$ cat src/rtl/avoid_decision.sv
// Obstacle-avoidance decision stage: samples left/right echo times, confirms near obstacles with
// hysteresis, and sequences timed drive manoeuvres. Define AVOID_BACKOFF_EN to enable the reverse state.
module avoid_decision #(
    parameter int unsigned SAMPLE_CYCLES = 3000000,
    parameter int unsigned NEAR_TH       = 58000,
    parameter int unsigned CLEAR_TH      = 87000,
    parameter int unsigned CONFIRM       = 3,
    parameter int unsigned BACK_CYCLES   = 15000000,
    parameter int unsigned TURN_CYCLES   = 25000000
) (
    input  logic        clk,
    input  logic        rst_n,
    input  logic [19:0] left_time,
    input  logic [19:0] right_time,
    output logic [2:0]  cmd,
    output logic        obstacle_l,
    output logic        obstacle_r,
    output logic        busy
);

    localparam int unsigned CNT_W   = (SAMPLE_CYCLES > 1) ? $clog2(SAMPLE_CYCLES) : 1;
    localparam int unsigned TMR_MAX = (BACK_CYCLES > TURN_CYCLES) ? BACK_CYCLES : TURN_CYCLES;
    localparam int unsigned TMR_W   = (TMR_MAX > 1) ? $clog2(TMR_MAX) : 1;

    localparam logic [CNT_W-1:0] SAMPLE_LAST = CNT_W'(SAMPLE_CYCLES - 1);
    localparam logic [TMR_W-1:0] TURN_LAST   = TMR_W'(TURN_CYCLES - 1);
`ifdef AVOID_BACKOFF_EN
    localparam logic [TMR_W-1:0] BACK_LAST   = TMR_W'(BACK_CYCLES - 1);
`endif
    localparam logic [19:0]      NEAR_T      = 20'(NEAR_TH);
    localparam logic [19:0]      CLEAR_T     = 20'(CLEAR_TH);
    localparam logic [3:0]       CONFIRM_C   = 4'(CONFIRM);

    localparam logic [2:0] CMD_STOP  = 3'b000;
    localparam logic [2:0] CMD_FWD   = 3'b001;
`ifdef AVOID_BACKOFF_EN
    localparam logic [2:0] CMD_BACK  = 3'b010;
`endif
    localparam logic [2:0] CMD_LEFT  = 3'b011;
    localparam logic [2:0] CMD_RIGHT = 3'b100;

    typedef enum logic [2:0] {
        ST_START   = 3'd0,
        ST_FWD     = 3'd1,
`ifdef AVOID_BACKOFF_EN
        ST_BACKOFF = 3'd2,
`endif
        ST_TURN_L  = 3'd3,
        ST_TURN_R  = 3'd4
    } state_t;

    typedef struct packed {
        logic [3:0] cnt;
        logic       flag;
    } side_t;

    logic [CNT_W-1:0] sample_cnt;
    logic             tick;
    side_t            side_l, side_r;
    side_t            side_l_nxt, side_r_nxt;
    state_t           state, state_nxt, turn_pick;
    logic [TMR_W-1:0] timer;

    // Zero means "no echo measured" and leaves the side untouched.
    function automatic side_t classify(input logic [19:0] t, input side_t cur);
        side_t nxt;
        nxt = cur;
        if (t != '0) begin
            if (t < NEAR_T) begin
                if (cur.cnt != CONFIRM_C)
                    nxt.cnt = cur.cnt + 4'd1;
                if (nxt.cnt == CONFIRM_C)
                    nxt.flag = 1'b1;
            end else if (t >= CLEAR_T) begin
                nxt.cnt  = '0;
                nxt.flag = 1'b0;
            end else begin
                nxt.cnt = '0;
            end
        end
        return nxt;
    endfunction

    function automatic logic [2:0] cmd_of(input state_t s);
        logic [2:0] c;
        c = CMD_STOP;
        case (s)
            ST_FWD:     c = CMD_FWD;
`ifdef AVOID_BACKOFF_EN
            ST_BACKOFF: c = CMD_BACK;
`endif
            ST_TURN_L:  c = CMD_LEFT;
            ST_TURN_R:  c = CMD_RIGHT;
            default:    c = CMD_STOP;
        endcase
        return c;
    endfunction

    function automatic logic is_manoeuvre(input state_t s);
        return (s == ST_TURN_L) || (s == ST_TURN_R)
`ifdef AVOID_BACKOFF_EN
            || (s == ST_BACKOFF)
`endif
            ;
    endfunction

    assign tick       = (sample_cnt == SAMPLE_LAST);
    assign side_l_nxt = classify(left_time, side_l);
    assign side_r_nxt = classify(right_time, side_r);
    assign obstacle_l = side_l.flag;
    assign obstacle_r = side_r.flag;
    // Ties, including both sides zero, turn right.
    assign turn_pick  = (left_time > right_time) ? ST_TURN_L : ST_TURN_R;

    // NOTE: sequential state uses non-blocking assignments so every register samples pre-edge values.
    always_ff @(posedge clk or negedge rst_n) begin
        if (!rst_n) begin
            sample_cnt <= '0;
            side_l     <= '0;
            side_r     <= '0;
        end else begin
            sample_cnt <= tick ? '0 : sample_cnt + CNT_W'(1);
            if (tick) begin
                side_l <= side_l_nxt;
                side_r <= side_r_nxt;
            end
        end
    end

    // NOTE: state_nxt gets a default before the case so no path leaves it unassigned (no latch).
    always_comb begin
        state_nxt = state;
        case (state)
            ST_START: if (tick) state_nxt = ST_FWD;
            ST_FWD: begin
                if (side_l.flag && side_r.flag)
`ifdef AVOID_BACKOFF_EN
                    state_nxt = ST_BACKOFF;
`else
                    state_nxt = turn_pick;
`endif
                else if (side_l.flag)
                    state_nxt = ST_TURN_R;
                else if (side_r.flag)
                    state_nxt = ST_TURN_L;
            end
`ifdef AVOID_BACKOFF_EN
            ST_BACKOFF: if (timer == BACK_LAST) state_nxt = turn_pick;
`endif
            ST_TURN_L, ST_TURN_R: if (timer == TURN_LAST) state_nxt = ST_FWD;
            default: state_nxt = ST_START;
        endcase
    end

    // Timer restarts on every state entry and only advances while a manoeuvre is held.
    always_ff @(posedge clk or negedge rst_n) begin
        if (!rst_n) begin
            state <= ST_START;
            timer <= '0;
            cmd   <= CMD_STOP;
            busy  <= 1'b0;
        end else begin
            state <= state_nxt;
            timer <= ((state_nxt == state) && is_manoeuvre(state)) ? timer + TMR_W'(1) : '0;
            cmd   <= cmd_of(state_nxt);
            busy  <= is_manoeuvre(state_nxt);
        end
    end

endmodule

$ cat config.mk
export PLATFORM = sky130hd
export DESIGN_NAME = avoid_decision
export DESIGN_NICKNAME = d
export VERILOG_FILES = /design/src/rtl/avoid_decision.sv
export SDC_FILE = /design/constraint.sdc
export NUM_CORES = 1
export LEC_CHECK = 0
export CAP_MARGIN = 40
export CORE_MARGIN = 3
export CORE_UTILIZATION = 44
export DETAILED_ROUTE_END_ITERATION = 7
export HOLD_SLACK_MARGIN = 0.08
export PLACE_DENSITY = 0.64
export SLEW_MARGIN = 20
export SYNTH_ARGS = -nofsm -noshare
export SYNTH_HDL_FRONTEND = slang
export SYNTH_SLANG_ARGS = --single-unit
$ cat constraint.sdc
create_clock -name clk -period 3.37 [get_ports clk]
set_clock_uncertainty 0.1 [all_clocks]
set_input_delay 0.674 -clock clk [delete_from_list [all_inputs] [get_ports clk]]
set_output_delay 0.674 -clock clk [all_outputs]
set_load 0.005 [all_outputs]
==> impl_metrics.csv <==
group,metric,value,unit
status,outcome,"completed",
floorplanning,start_util,45.81,%
run,maxCapViolations,0,
floorplanning,dieArea,0.01040,mm²
routing,met1Wirelength,4.414,mm
place,dpl-instance-area,0.004642,mm²
yosys,synth_top_flop_cell,"dfrtp_1",
routing,drtAntennaViolNets,0,
worst_setup_path,arrival,2.92,ns
cts,cts_tree,"yes",
worst_setup_path,slowest_delay,0.56,ns
cells_and_area,layout.nets,561,
timing,setup_viol,0,
cts,cts_setup_buffers,0,
yosys,syn_nets,507,
floorplanning,core_area,0.008848,mm²
cts,cts-resized-gates,0,
yosys,ys_seq_area_share,39.51,%
timing,final.setup.tns,0,ns
global_route,grt_pass1_vias,3360,
worst_setup_path,start_kind,"input port",
cts,clk_pin_slew_worst_paths,0.07,ns
yosys,synth_edf_count,0,
timing,period_share,81.71,%
power,power_density,345.2,mW/mm²
cells_and_area,layout-drive-gt1-share,6.814,%
cts,numCtsBuffers,9,
cts,clkLatencyLatePin,0.33,ns
cts,clockBufferDepth,2,
power,comb_power_share,9.7,%
routing,num_vias,3456,
routing,wl_met2,4.323,mm
worst_setup_path,required,3.53,ns
power,swShare,22.55,%
place,port_buffers,47,
cts,cts_max_level,3,
routing,route.met3.wl,452,µm
worst_setup_path,cp_max_fo,4,
hold_path,hold_path_class,"in -> async",
routing,top_layer_used,"met4",
timing,drv_slew,0,
yosys,ys_seq_elements,64,
place,finalWeightedCongestion,0.9468,
cells_and_area,fin_area,0.004862,mm²
global_route,grt_max_degree,29,
routing,via_per_inst,5.694,
power,irDropWorstVdd,212.8,µV
routing,routedWlPerCell,15.40,µm
routing,remaining_drc_errors,0,
floorplanning,row_count,34,
routing,drtIter0Drc,154,
yosys,synth_cell_types,55,
global_route,gr-usage-all-layers,19.51,%
routing,drtPass1Iterations,4,
power,seq_power_share,46.1,%
cts,root_buffer,"clkbuf_8",
power,power.share.clock,44.2,%
place,dp_hpwl,7.166,mm
timing,max_freq,0.3631,GHz
routing,routed_wl,9.345,mm
power,power.total,0.001678,W
power,p_int,0.001300,W
cells_and_area,area_growth,19.94,%
worst_setup_path,crit_slowest_cell,"clkdlybuf4s50_1",
timing,min_period,2.754,ns
cts,cts.sinks,64,
timing,rsz0062_at_grt,"false",
yosys,netlist_area,0.004054,mm²
yosys,syn_area_per_cell,9.192,µm²
worst_setup_path,path_cells,"clkdlybuf4s50_1, inv_1, ha_1, nand4_1, nor4_1, o21ai_1, a31oi_1, o211a_1",
cells_and_area,diodes,0,
worst_setup_path,critPathKind,"in -> reg",
timing,worstMarginPinSlew,0.6245,ns
cts,hold_buffers,0,
floorplanning,fp.dieH,102.0,µm
yosys,synthCells,441,
global_route,antenna_found_initial,0,
timing,hold_viol_final,0,
timing,slew_headroom,58.36,%
power,p_leak,2.164,nW
yosys,yosysWarnings,0,
power,p_sw,0.0003784,W
worst_setup_path,end_kind,"flop",
yosys,async_flop_share,100.0,%
global_route,grt_pass1_wl,16.10,mm
global_route,grt_overflow_total,0,
floorplanning,die-width,102.0,µm
floorplanning,boundaryPins,48,
[critical path, delay by kind of cell]
| family | cells | cell delay [ns] |
|---|---|---|
| buffers and inverters | 2 | 0.63 |
| AOI/OAI and AO/OA | 3 | 0.72 |
| adders and majority gates | 1 | 0.31 |
| and+or+nand+nor | 2 | 0.59 |
[sequential cells by signal (all words and copies together), names as in the netlist]
signal      count
side_l          4
cmd             3
obstacle_l      1
sample_cnt     22
side_r          4
busy            1
timer          25
obstacle_r      1
state           3
[power by group through the flow]
stage	registers [W]	clock network (W)	logic, W
after floorplan	0.000788	0	0.0000598
after global placement	0.000788	0	0.000159
after detailed placement	0.000789	0	0.000163
after CTS	0.000774	0.000767	0.000164
after global routing	0.000774	0.000798	0.000182
final	0.000774	0.000741	0.000163
[cell type report]
class                           instances  area [µm²]
Clock buffer                           12       155.1
Clock inverter                          3       65.06
Fill cell                             800        3986
Inverter                               33       123.9
Multi-Input combinational cell        336        2286
Sequential cell                        64        1602
Tap cell                              108       135.1
Timing Repair Buffer                   51       495.5
[Yosys cell counts, types with 7 or more instances]
cell type,instances,area [µm²]
nor3_1,14,70.07
xor2_1,13,113.9
a21oi_1,21,105.1
nand3_1,15,75.07
nor4_1,15,93.84
nor2b_1,7,43.79
inv_1,33,123.9
xnor2_1,27,236.5
nand4_1,18,112.6
and4_1,7,61.31
ha_1,24,300.3
or3_1,7,43.79
a21o_1,10,75.07
dfrtp_1,64,1602
nor2_1,55,206.5
nand2_1,30,112.6
[stage by stage]
step	worst slack, ns	hold slack, ns	util [%]	instances
floorplan	1.090	0.2784	-	441
global placement	0.3745	0.3352	52.46	592
detailed placement	0.2986	0.3519	52.46	592
CTS	0.6427	0.2532	54.95	607
global route	0.3741	0.2850	54.95	607
finish	0.6163	0.2552	54.95	607
[cell families (layout without fill, tap and decap cells)]
| family | after synthesis | after routing | share of synthesized area (%) |
|---|---|---|---|
| mux | 3 | 3 | 0.8024 |
| compound gates | 71 | 71 | 12.99 |
| xor+xnor | 40 | 40 | 8.642 |
| flops | 64 | 64 | 39.51 |
| simple gates | 198 | 198 | 26.54 |
| fa+ha+maj | 24 | 24 | 7.407 |
| buf+inv | 41 | 99 | 4.105 |
[per-layer routing]
layer / track usage, % / vias up
met4: 6.559 / 0
met3: 4.232 / 10
met5: 0 / -
li1: - / 1699
met2: 30.13 / 93
met1: 27.26 / 1654
[path summary, 6_finish.rpt]
path | from | endpoint | slack, ns | depth (start not counted)
worst max-delay path | right_time[17] | state[1] | 0.62 | 8
worst min-delay path | rst_n | sample_cnt[10] | 0.26 | 1
worst max register to register | sample_cnt[6] | obstacle_l | 1.15 | 5
worst min register to register | sample_cnt[0] | sample_cnt[0] | 0.36 | 1
max in group asynchronous | rst_n | side_l[3] | 2.19 | 2
min in group clk | sample_cnt[0] | sample_cnt[0] | 0.36 | 1
[layout by cell type (no fill, tap or decap), types with 3 or more instances in the layout]
cell type	Yosys	final
a2111oi_0	4	4
a21o_1	10	10
a21oi_1	21	21
a221o_1	3	3
a22o_1	3	3
and2_1	4	4
and3_1	5	5
and4_1	7	7
buf_4	2	4
clkbuf_8	0	11
clkdlybuf4s50_1	0	46
dfrtp_1	64	64
ha_1	24	24
inv_1	33	33
nand2_1	30	30
nand2b_1	5	5
nand3_1	15	15
nand4_1	18	18
nor2_1	55	55
nor2b_1	7	7
nor3_1	14	14
nor3b_1	3	3
nor4_1	15	15
o21ai_0	6	6
o21ai_1	4	4
or3_1	7	7
xnor2_1	27	27
xor2_1	13	13
Power figures use the tool's default switching activity.
